`src/rtl/cpu_pkg.sv`:
```
// Shared definitions for the fetch stage: FSM state encoding, reset PC default,
// the J opcode and the branch offset helper.
package cpu_pkg;

    typedef enum logic [1:0] {
        IDLE  = 2'b00,
        FETCH = 2'b01,
        HOLD  = 2'b10
    } fetch_state_e;

    localparam logic [31:0] RESET_PC_DEFAULT = 32'h0000_0000;
    localparam logic [5:0]  OPC_J            = 6'b000010;

    // Word-scaled, sign-extended branch displacement.
    function automatic logic signed [31:0] br_offset(input logic [15:0] imm);
        br_offset = {{14{imm[15]}}, imm, 2'b00};
    endfunction

endpackage

```
`src/rtl/if_fetch_stage_next_pc_calc.sv`:
```
// Combinational next-PC selection for the instruction being consumed.
// Jump has priority over a taken branch; all arithmetic wraps at 32 bits.
module next_pc_calc
    import cpu_pkg::*;
(
    input  logic [31:0] i_ir_pc,
    input  logic        i_jump,
    input  logic        i_branch_taken,
    input  logic [15:0] i_br_imm,
    input  logic [25:0] i_j_target,
    output logic [31:0] o_next_pc,
    output logic [31:0] o_pc_plus4
);

    logic [31:0] w_pc_plus4;
    logic [31:0] w_br_target;
    logic [31:0] w_j_target;

    assign w_pc_plus4  = i_ir_pc + 32'd4;
    assign w_br_target = w_pc_plus4 + $unsigned(br_offset(i_br_imm));
    assign w_j_target  = {w_pc_plus4[31:28], i_j_target, 2'b00};

    always_comb begin
        o_next_pc = w_pc_plus4;
        if (i_jump) begin
            o_next_pc = w_j_target;
        end else if (i_branch_taken) begin
            o_next_pc = w_br_target;
        end
    end

    assign o_pc_plus4 = w_pc_plus4;

endmodule

```
`src/rtl/if_fetch_stage.sv`:
```
// Instruction fetch stage: holds the PC, fetches over a req/ack memory port and
// hands the instruction to the decoder over a valid/ready handshake.
module if_fetch_stage
    import cpu_pkg::*;
#(
    parameter logic [31:0] RESET_PC = RESET_PC_DEFAULT,
    parameter int          CNT_W    = 32
) (
    input  logic             clk,
    input  logic             rst_n,
    output logic             imem_req,
    output logic [31:0]      imem_addr,
    input  logic             imem_ack,
    input  logic [31:0]      imem_rdata,
    output logic [31:0]      ir,
    output logic [31:0]      ir_pc,
    output logic             ir_valid,
    input  logic             ir_ready,
    input  logic             jump,
    input  logic             branch_taken,
    input  logic [15:0]      br_imm,
    input  logic [25:0]      j_target,
    output logic [31:0]      pc_plus4,
    output logic [CNT_W-1:0] retired_cnt
);

    fetch_state_e     r_state;
    fetch_state_e     w_state_next;
    logic [31:0]      r_pc;
    logic [31:0]      r_ir;
    logic [31:0]      r_ir_pc;
    logic             r_ir_valid;
    logic [CNT_W-1:0] r_retired_cnt;
    logic [31:0]      w_next_pc;
    logic             w_fetch_done;
    logic             w_consume;

    assign w_fetch_done = (r_state == FETCH) && imem_ack;
    assign w_consume    = (r_state == HOLD) && r_ir_valid && ir_ready;

    next_pc_calc u_next_pc_calc (
        .i_ir_pc        (r_ir_pc),
        .i_jump         (jump),
        .i_branch_taken (branch_taken),
        .i_br_imm       (br_imm),
        .i_j_target     (j_target),
        .o_next_pc      (w_next_pc),
        .o_pc_plus4     (pc_plus4)
    );

    always_ff @(posedge clk) begin
        if (!rst_n) begin
            r_state <= IDLE;
        end else begin
            r_state <= w_state_next;
        end
    end

    always_comb begin
        w_state_next = r_state;
        case (r_state)
            IDLE:    w_state_next = FETCH;
            FETCH:   if (imem_ack) w_state_next = HOLD;
            HOLD:    if (w_consume) w_state_next = FETCH;
            default: w_state_next = IDLE;
        endcase
    end

    always_comb begin
        imem_req = 1'b0;
        if (r_state == FETCH) begin
            imem_req = 1'b1;
        end
    end

    always_ff @(posedge clk) begin
        if (!rst_n) begin
            r_pc          <= RESET_PC;
            r_ir          <= '0;
            r_ir_pc       <= '0;
            r_ir_valid    <= 1'b0;
            r_retired_cnt <= '0;
        end else begin
            if (w_fetch_done) begin
                r_ir       <= imem_rdata;
                r_ir_pc    <= r_pc;
                r_ir_valid <= 1'b1;
            end
            // PC only advances once the decoder has taken the instruction.
            if (w_consume) begin
                r_ir_valid    <= 1'b0;
                r_retired_cnt <= r_retired_cnt + {{(CNT_W-1){1'b0}}, 1'b1};
                r_pc          <= w_next_pc;
            end
        end
    end

    assign imem_addr   = r_pc;
    assign ir          = r_ir;
    assign ir_pc       = r_ir_pc;
    assign ir_valid    = r_ir_valid;
    assign retired_cnt = r_retired_cnt;

endmodule

```
`config.mk`:
```
export PLATFORM = sky130hd
export DESIGN_NAME = if_fetch_stage
export DESIGN_NICKNAME = d
export VERILOG_FILES = /design/src/rtl/cpu_pkg.sv /design/src/rtl/if_fetch_stage_next_pc_calc.sv /design/src/rtl/if_fetch_stage.sv
export SDC_FILE = /design/constraint.sdc
export NUM_CORES = 1
export LEC_CHECK = 0
export ABC_AREA = 1
export CORE_UTILIZATION = 49
export CTS_CLUSTER_SIZE = 40
export DETAILED_ROUTE_END_ITERATION = 16
export GPL_ROUTABILITY_DRIVEN = 0
export MAX_ROUTING_LAYER = met4
export PLACE_DENSITY = 0.88
export SKIP_LAST_GASP = 1
export SLEW_MARGIN = 40
export SYNTH_ARGS = -nofsm -noshare
export SYNTH_HDL_FRONTEND = slang
export SYNTH_SLANG_ARGS = --single-unit
```
`constraint.sdc`:
```
create_clock -name clk -period 3 [get_ports clk]
set_clock_uncertainty 0.1 [all_clocks]
set_input_delay 0.9 -clock clk [delete_from_list [all_inputs] [get_ports clk]]
set_output_delay 0.9 -clock clk [all_outputs]
set_load 0.005 [all_outputs]
```
==> results of run 1 <==
logic make-up after synthesis:
logic type | count (synthesis) | share of synthesized area
AOI/OAI and AO/OA | 241 | 0.149
xor gates and xnor gates | 36 | 0.0366
adders and majority gates | 38 | 0.0561
buffers and inverters | 217 | 0.0967
DFF | 131 | 0.305
and+or+nand+nor | 695 | 0.357
layer usage:
layer  global-route usage  GRT overflow
met4                0.615             2
met2                0.841             2
met1                0.657             1
met3                0.468             0
met5                    -             -
per-stage QoR:
| stage | setup TNS, ns | setup slack, ns | instance area [µm²] | utilization | cells |
|---|---|---|---|---|---|
| floorplan | 0 | 0.246 | 8610 | - | 1358 |
| CTS | -2.87 | -0.247 | 13100 | 0.760 | 1950 |
| detailed placement | -2.60 | -0.271 | 12000 | 0.697 | 1892 |
| global placement | -1.08 | -0.153 | 12000 | 0.697 | 1892 |
timing repair:
item / in CTS
hold buffers: 0
buffers inserted: 26
pin swaps: 30
cloned: 0
setup endpoints to repair: 40
resized for setup: 128
==> out/metrics.yaml, run 1 <==
synthesis:
  ys_ff_latch: 131
  ys.warnings.count: 0
  synthTopCellsByArea: "dfxtp_1 30%, nand2_1 17%, a21oi_1 8.1%"
  ys_types: 48
  synth.top_cells.by_count: "386 x nand2_1, 168 x inv_1, 139 x a21oi_1"
  synth_top_area_frac: 0.305
  async_flop_share: 0
  syn-num-nets: 1476
  synth_edf_count: 0
  syn-instance-count: 1358
  yosysMostFrequentCell: "nand2_1"
  synth_area_um2: 8610
  avgSynthCellArea_um2: 6.34
  synth-main-ff-cell: "dfxtp_1"
  synth-seq-area-share: 0.305
  synth_top_cell_by_area: "dfxtp_1"
floorplanning:
  die_w_um: 135
  start_util: 0.499
  io_pins: 242
  core.rowCount: 48
  die_y_um: 135
clocking:
  clock-root-buffer: "clkbuf_16"
  cts_made_buffers: 17
  h-tree-depth: 4
  cts_sinks: 131
  cts_buffer_depth: 2
status:
  error: "[ERROR GRT-0232] Routing congestion too high. Check the congestion heatmap in the GUI."
  stop_stage: "global routing"
  status: "stopped before the end"
placed_design:
  port_buffers: 241
  hpwl_um: 25100
grt:
  grt_overflow: 5
  grt_usage: 0.663
  grt_start_max_net_pins: 61
sta:
  worst_endpoint_kind: "register input"
  worst_endpoint: "imem_addr[26]$_SDFFE_PN0P_/D"
==> run 2: changes to the inputs <==
- CORE_UTILIZATION: 49 -> 40
- CTS_CLUSTER_SIZE: 40 -> default
- MAX_ROUTING_LAYER: met4 -> default
- PLACE_DENSITY: 0.88 -> default
- PLACE_DENSITY_LB_ADDON: default -> 0.15
==> out/metrics.yaml, run 2 <==
status:
  status: "finished, violations left"  # was stopped before the end
  violations: "setup timing"
routing:
  dr.pass1.iters: 6
  via_count: 10700
  routedWlPerCell_um: 17.0
  vias_per_cell: 5.23
  drc: 0
  drt-total-wl_um: 34700
  ant_nets: 0
  first_iter_violations: 900
final_layout:
  multi_input_area_um2: 6230
  final_common_cell: "nand2_1"
  post-route-util: 0.683
  diodes: 0
  fin_nets: 1870
  fin_area_um2: 14400
  area_growth_pct: 67.4
  fin_cells: 2040
  layout_common_cells: "319 x nand2_1, 217 x clkdlybuf4s50_1, 156 x buf_4"
  regArea_um2: 2670
  n_fill_cell: 1762
  drive_above_1_share: 0.276
floorplanning:
  core-area_um2: 21100
  core.rowCount: 53  # was 48
  die_y_um: 149  # was 135 µm
  io_pins: 242  # unchanged
  die_w_um: 149  # was 135 µm
  start_util: 0.408  # was 0.499
  dieArea_um2: 22100
synthesis:
  yosysMostFrequentCell: "nand2_1"  # unchanged
  ys.warnings.count: 0  # unchanged
  async_flop_share: 0  # unchanged
  synthTopCellsByArea: "dfxtp_1 30%, nand2_1 17%, a21oi_1 8.1%"  # unchanged
  synth-seq-area-share: 0.305  # unchanged
  ys_ff_latch: 131  # unchanged
  avgSynthCellArea_um2: 6.34  # unchanged
  synth-main-ff-cell: "dfxtp_1"  # unchanged
  synth_top_cell_by_area: "dfxtp_1"  # unchanged
  synth_area_um2: 8610  # unchanged
  synth_top_area_frac: 0.305  # unchanged
  syn-instance-count: 1358  # unchanged
  ys_types: 48  # unchanged
  synth.top_cells.by_count: "386 x nand2_1, 168 x inv_1, 139 x a21oi_1"  # unchanged
  syn-num-nets: 1476  # unchanged
  synth_edf_count: 0  # unchanged
worst_setup_path:
  crit_chain: "inv_1 > nor2_4 > inv_2 > nor2_4 > buf_6 > nand2_1 > nand2_1 > nand2_1 > inv_1 > clkdlybuf4s50_1"
  arrival_ns: 2.19
  critPathSlowestCell: "clkdlybuf4s50_1"
  reg2reg_depth: 21
  cp_num_buf_inv: 5
  cp-start-kind: "register"
  critical-path-max-stage-delay_ns: 0.50
  cp_common_cell: "nand2_1"
  cp.required_ns: 2.00
  critPathTopFamily: "buffers and inverters"
  path_depth: 10
  path_class: "register to output pin"
  critPathMaxFanout: 3
  endpoint_kind: "output pin"
grt:
  grt_usage: 0.299
  antenna_found_initial: 0
  grt_overflow: 0
  grt_start_max_net_pins: 55
  grt_pass1_vias: 9723
  grt_first_pass_wirelength_um: 50700
placed_design:
  dpl_cell_area_um2: 12300  # was 12000 µm²
  dp.cells: 1967  # was 1892
  port_buffers: 241  # unchanged
  hpwl_um: 24900  # was 25100 µm
hold_path:
  hold_path_class: "register to register"
  min_path_cells: 2
sta:
  holdWs_ns: 0.359
  slew_violations: 0
  setup_ws_ns: -0.192
  setup_tns_ns: -0.323
  rsz0062_at_grt: "true"
  fmax_ghz: 0.313
  period_needed_ns: 3.19
  post-route-period-util: 1.06
  worst_pin_slew_ns: 0.708
  maxSlewHeadroom: 0.527
  hold_viol_final: 0
  setup_violations: 5
run:
  maxCapViolCount: 0
clocking:
  h-tree-depth: 4  # unchanged
  ctsHoldBuffers: 0  # unchanged
  cts_sinks: 131  # unchanged
  insertion_delay_ns: 0.43
  clk_pin_slew_ns: 0.07
  tritoncts: "built"
  cts_buffer_depth: 2  # unchanged
  cts_made_buffers: 17  # unchanged
  clock-root-buffer: "clkbuf_16"  # unchanged
power_and_ir_drop:
  switching_share: 0.295
  p_clk_frac: 0.433
  p_int_uw: 3780
  pwr-share-seq: 0.342
  cellPowerDensity_nw_per_um2: 372
  vdd_drop_max_uv: 326
  leakagePower_uw: 0.00663
  p_sw_uw: 1580
  p_comb_frac: 0.225
## run 2: cell counts after synthesis
Identical to the previous run, type by type.
## run 2: worst paths after layout
path                                            start  slack, ns                    endpoint
worst max register to register  ir_pc[6]$_SDFFE_PN0P_      -0.04  imem_addr[31]$_SDFFE_PN0P_
worst min register to register    ir[12]$_SDFFE_PN0P_       0.36         ir[12]$_SDFFE_PN0P_
worst max-delay path            ir_pc[2]$_SDFFE_PN0P_      -0.19                pc_plus4[29]
worst min-delay path              ir[12]$_SDFFE_PN0P_       0.36         ir[12]$_SDFFE_PN0P_
## run 2: per-stage QoR
step | total power (µW) | setup slack, ns
floorplan | 2340 | 0.246
global placement | 2890 | -0.181
detailed placement | 2900 | -0.231
CTS | 5240 | -0.250
global route | 5570 | -0.275
finish | 5360 | -0.192
## run 2: final cells by class
| cell class | count | share of cell area |
|---|---|---|
| multi-input cells | 1010 | 0.433 |
| repair buffers | 420 | 0.268 |
| flip-flops and latches | 131 | 0.185 |
| inverters | 172 | 0.0450 |
| clock buffers | 17 | 0.0295 |
| well taps | 275 | 0.0239 |
| clock inverters | 15 | 0.0152 |
## run 2: timing repair
action                                  4_1_cts  5_1_grt
gates resized for setup                     129      242
buffers inserted                             26       21
endpoints found under the setup margin       34       45
pin swaps                                    26       74
## run 2: worst min-delay path, stage by stage (launching register included)
cell and delay [ns]:
dfxtp_1 0.31, nand2_1 0.06, a21oi_1 0.05
## run 2: layer usage
metal / vias up / routed length [µm] / global-route usage
met4: 0 / 1030 / 0.116
met1: 4919 / 14800 / 0.400
met2: 487 / 16100 / 0.463
li1: 5181 / - / -
met3: 79 / 2830 / 0.0666
met5: - / 0 / 0
## run 2: cells by family (layout without fill, tap and decap cells)
group	Yosys count	after routing	share of synthesized area
xor gates and xnor gates	36	36	0.0366
AOI/OAI and AO/OA	241	241	0.149
DFF	131	131	0.305
adders and majority gates	38	38	0.0561
and+or+nand+nor	695	695	0.357
buffers and inverters	217	624	0.0967
## run 2: power groups by stage
stage / Sequential, µW / Combinational (µW) / Clock [µW]
after floorplan: 1870 / 468 / 0
after global placement: 1870 / 1030 / 0
after detailed placement: 1870 / 1040 / 0
after CTS: 1830 / 1070 / 2340
after global routing: 1840 / 1300 / 2430
final: 1840 / 1210 / 2320
No activity file was read; power rests on OpenSTA's default activity.
==> run 3: changes to the inputs <==
- PLACE_DENSITY: default -> 0.69
- PLACE_DENSITY_LB_ADDON: 0.15 -> default
==> out/metrics.yaml, run 3 (same netlist as run 2, synthesis figures left out) <==
status:
  status: "finished, violations left"  # unchanged
  violations: "setup timing"  # unchanged
worst_setup_path:
  crit_chain: "nand2_4 > nor2_4 > buf_4 > nand2_2 > nor2_4 > buf_6 > buf_4 > xor2_1 > buf_4 > buf_4 > ha_4 > buf_6 > nand2_2 > nand2_1 > nand2_1 > nand2_1 > nand2_1 > nand3_2 > a21oi_2 > nand2_1 > nand2_1 > nand3_1 > a21oi_1"  # was inv_1 > nor2_4 > inv_2 > nor2_4 > buf_6 > nand2_1 > nand2_1 > nand2_1 > inv_1 > clkdlybuf4s50_1
  critPathSlowestCell: "dfxtp_2"  # was clkdlybuf4s50_1
  cp_common_cell: "nand2_1"  # unchanged
  endpoint_kind: "register"  # was output pin
  critPathTopFamily: "simple AND/OR/NAND/NOR gates"  # was buffers and inverters
  cp-start-kind: "register"  # unchanged
  critical-path-max-stage-delay_ns: 0.38  # was 0.50 ns
  arrival_ns: 3.37  # was 2.19 ns
  cp_num_buf_inv: 6  # was 5
  cp.required_ns: 3.25  # was 2.00 ns
  critPathMaxFanout: 3  # unchanged
  path_class: "register to register"  # was register to output pin
floorplanning:
  start_util: 0.408  # unchanged
  io_pins: 242  # unchanged
  core-area_um2: 21100  # unchanged
  core.rowCount: 53  # unchanged
  die_y_um: 149  # unchanged
  dieArea_um2: 22100  # unchanged
  die_w_um: 149  # unchanged
clocking:
  cts_made_buffers: 17  # unchanged
  clock-root-buffer: "clkbuf_16"  # unchanged
  tritoncts: "built"  # unchanged
  cts_sinks: 131  # unchanged
  ctsHoldBuffers: 0  # unchanged
  cts_buffer_depth: 2  # unchanged
  h-tree-depth: 4  # unchanged
  clk_pin_slew_ns: 0.06  # was 0.07 ns
  insertion_delay_ns: 0.42  # was 0.43 ns
placed_design:
  hpwl_um: 26000  # was 24900 µm
  dp.cells: 1975  # was 1967
  port_buffers: 241  # unchanged
routing:
  via_count: 11200  # was 10700
  routedWlPerCell_um: 18.2  # was 17.0 µm
  ant_nets: 0  # unchanged
  wirelength_met1_um: 14700  # was 14800 µm
  wl_met2_um: 17500  # was 16100 µm
  dr.pass1.iters: 8  # was 6
  vias_per_cell: 5.41  # was 5.23
  wl_met3_um: 3740  # was 2830 µm
  first_iter_violations: 920  # was 900
  drt-total-wl_um: 37700  # was 34700 µm
  drc: 0  # unchanged
  top_layer: "met4"  # unchanged
sta:
  slew_violations: 0  # unchanged
  fmax_ghz: 0.320  # was 0.313 GHz
  setup_violations: 11  # was 5
  maxSlewHeadroom: 0.674  # was 0.527
  holdWs_ns: 0.360  # was 0.359 ns
  worst_pin_slew_ns: 0.489  # was 0.708 ns
  rsz0062_at_grt: "true"  # unchanged
  period_needed_ns: 3.12  # was 3.19 ns
  hold_viol_final: 0  # unchanged
  post-route-period-util: 1.04  # was 1.06
  setup_ws_ns: -0.123  # was -0.192 ns
grt:
  grt_overflow: 0  # unchanged
  grt_start_max_net_pins: 47  # was 55
  grt_first_pass_wirelength_um: 53900  # was 50700 µm
  grt_pass1_vias: 10200  # was 9723
  grt_usage: 0.317  # was 0.299
  antenna_found_initial: 0  # unchanged
power_and_ir_drop:
  cellPowerDensity_nw_per_um2: 367  # was 372 nW/µm²
  p_clk_frac: 0.419  # was 0.433
  pwr-share-seq: 0.336  # was 0.342
  p_comb_frac: 0.244  # was 0.225
  fin_total_pwr_uw: 5450  # was 5360 µW
  vdd_drop_max_uv: 412  # was 326 µV
  p_sw_uw: 1610  # was 1580 µW
  switching_share: 0.294  # was 0.295
  p_int_uw: 3850  # was 3780 µW
  leakagePower_uw: 0.00672  # was 0.00663 µW
final_layout:
  final_common_cell: "nand2_1"  # unchanged
  area_growth_pct: 72.9  # was 67.4%
  fin_nets: 1900  # was 1870
  regArea_um2: 2680  # was 2670 µm²
  fin_cells: 2070  # was 2040
  multi_input_area_um2: 6420  # was 6230 µm²
  layout_common_cells: "307 x nand2_1, 213 x clkdlybuf4s50_1, 170 x buf_4"  # was 319 x nand2_1, 217 x clkdlybuf4s50_1, 156 x buf_4
  diodes: 0  # unchanged
  n_fill_cell: 1617  # was 1762
  drive_above_1_share: 0.314  # was 0.276
hold_path:
  hold_path_class: "register to register"  # unchanged
run:
  maxCapViolCount: 0  # unchanged
run 3: cell types whose count changed in the layout (fill, tap and decap cells not counted), moves of 6 or more:
cell and change:
inv_1 -8, a21oi_2 +6, buf_4 +14, nand2_2 +6, buf_6 +15, nand2_1 -12
clkbuf_2 +6, a21oi_1 -9
run 3: worst paths after layout:
check	from	endpoint	slack, ns	depth (start not counted)
worst max register to register	ir_pc[8]$_SDFFE_PN0P_	imem_addr[30]$_SDFFE_PN0P_	-0.12	23
worst min register to register	ir[11]$_SDFFE_PN0P_	ir[11]$_SDFFE_PN0P_	0.36	2
worst min-delay path	ir[11]$_SDFFE_PN0P_	ir[11]$_SDFFE_PN0P_	0.36	2
worst max-delay path	ir_pc[8]$_SDFFE_PN0P_	imem_addr[30]$_SDFFE_PN0P_	-0.12	23
run 3: what timing repair did:
| item | in CTS | in global routing |
|---|---|---|
| pin swaps | 47 | 105 |
| endpoints found under the setup margin | 40 | 46 |
| buffers inserted | 42 | 25 |
| gates resized for setup | 180 | 264 |
| gates cloned | 0 | 0 |
run 3: layout make-up:
type | instances | share of cell area
clock buffer | 18 | 0.0295
clock inverter | 14 | 0.0137
inverter | 172 | 0.0442
multi-input combinational | 1010 | 0.432
sequential | 131 | 0.180
tap | 275 | 0.0231
timing repair buffer | 450 | 0.278
run 3: worst register-to-register path, stage by stage, from the launching register on:
cell and delay (ns):
dfxtp_2 0.38, nand2_4 0.10, nor2_4 0.11, buf_4 0.12, nand2_2 0.05, nor2_4 0.11, buf_6 0.10, buf_4 0.10
xor2_1 0.18, buf_4 0.16, buf_4 0.13, ha_4 0.21, buf_6 0.13, nand2_2 0.07, nand2_1 0.05, nand2_1 0.06
nand2_1 0.09, nand2_1 0.10, nand3_2 0.10, a21oi_2 0.17, nand2_1 0.08, nand2_1 0.07, nand3_1 0.08, a21oi_1 0.19
run 3: per-layer routing:
layer	up-vias	track usage
met2	638	0.506
li1	5239	-
met3	130	0.0752
met5	-	0
met1	5199	0.403
met4	0	0.143
run 3: per-stage QoR:
stage           util  TNS, ns  setup WS (ns)  instance area [µm²]
2_1_floorplan      -        0          0.246                 8610
3_3_place_gp   0.584    -2.17         -0.182                12300
3_5_place_dp   0.584    -3.00         -0.219                12300
4_1_cts        0.652    -1.51         -0.254                13800
5_1_grt        0.706    -2.72         -0.249                14900
6_report       0.706   -0.430         -0.123                14900
run 3: power groups by stage:
stage,clock [µW],sequential (µW),combinational (µW)
after floorplan,0,1870,468
after global placement,0,1870,1040
after detailed placement,0,1870,1050
after CTS,2300,1830,1120
after global routing,2390,1840,1420
final,2290,1840,1330
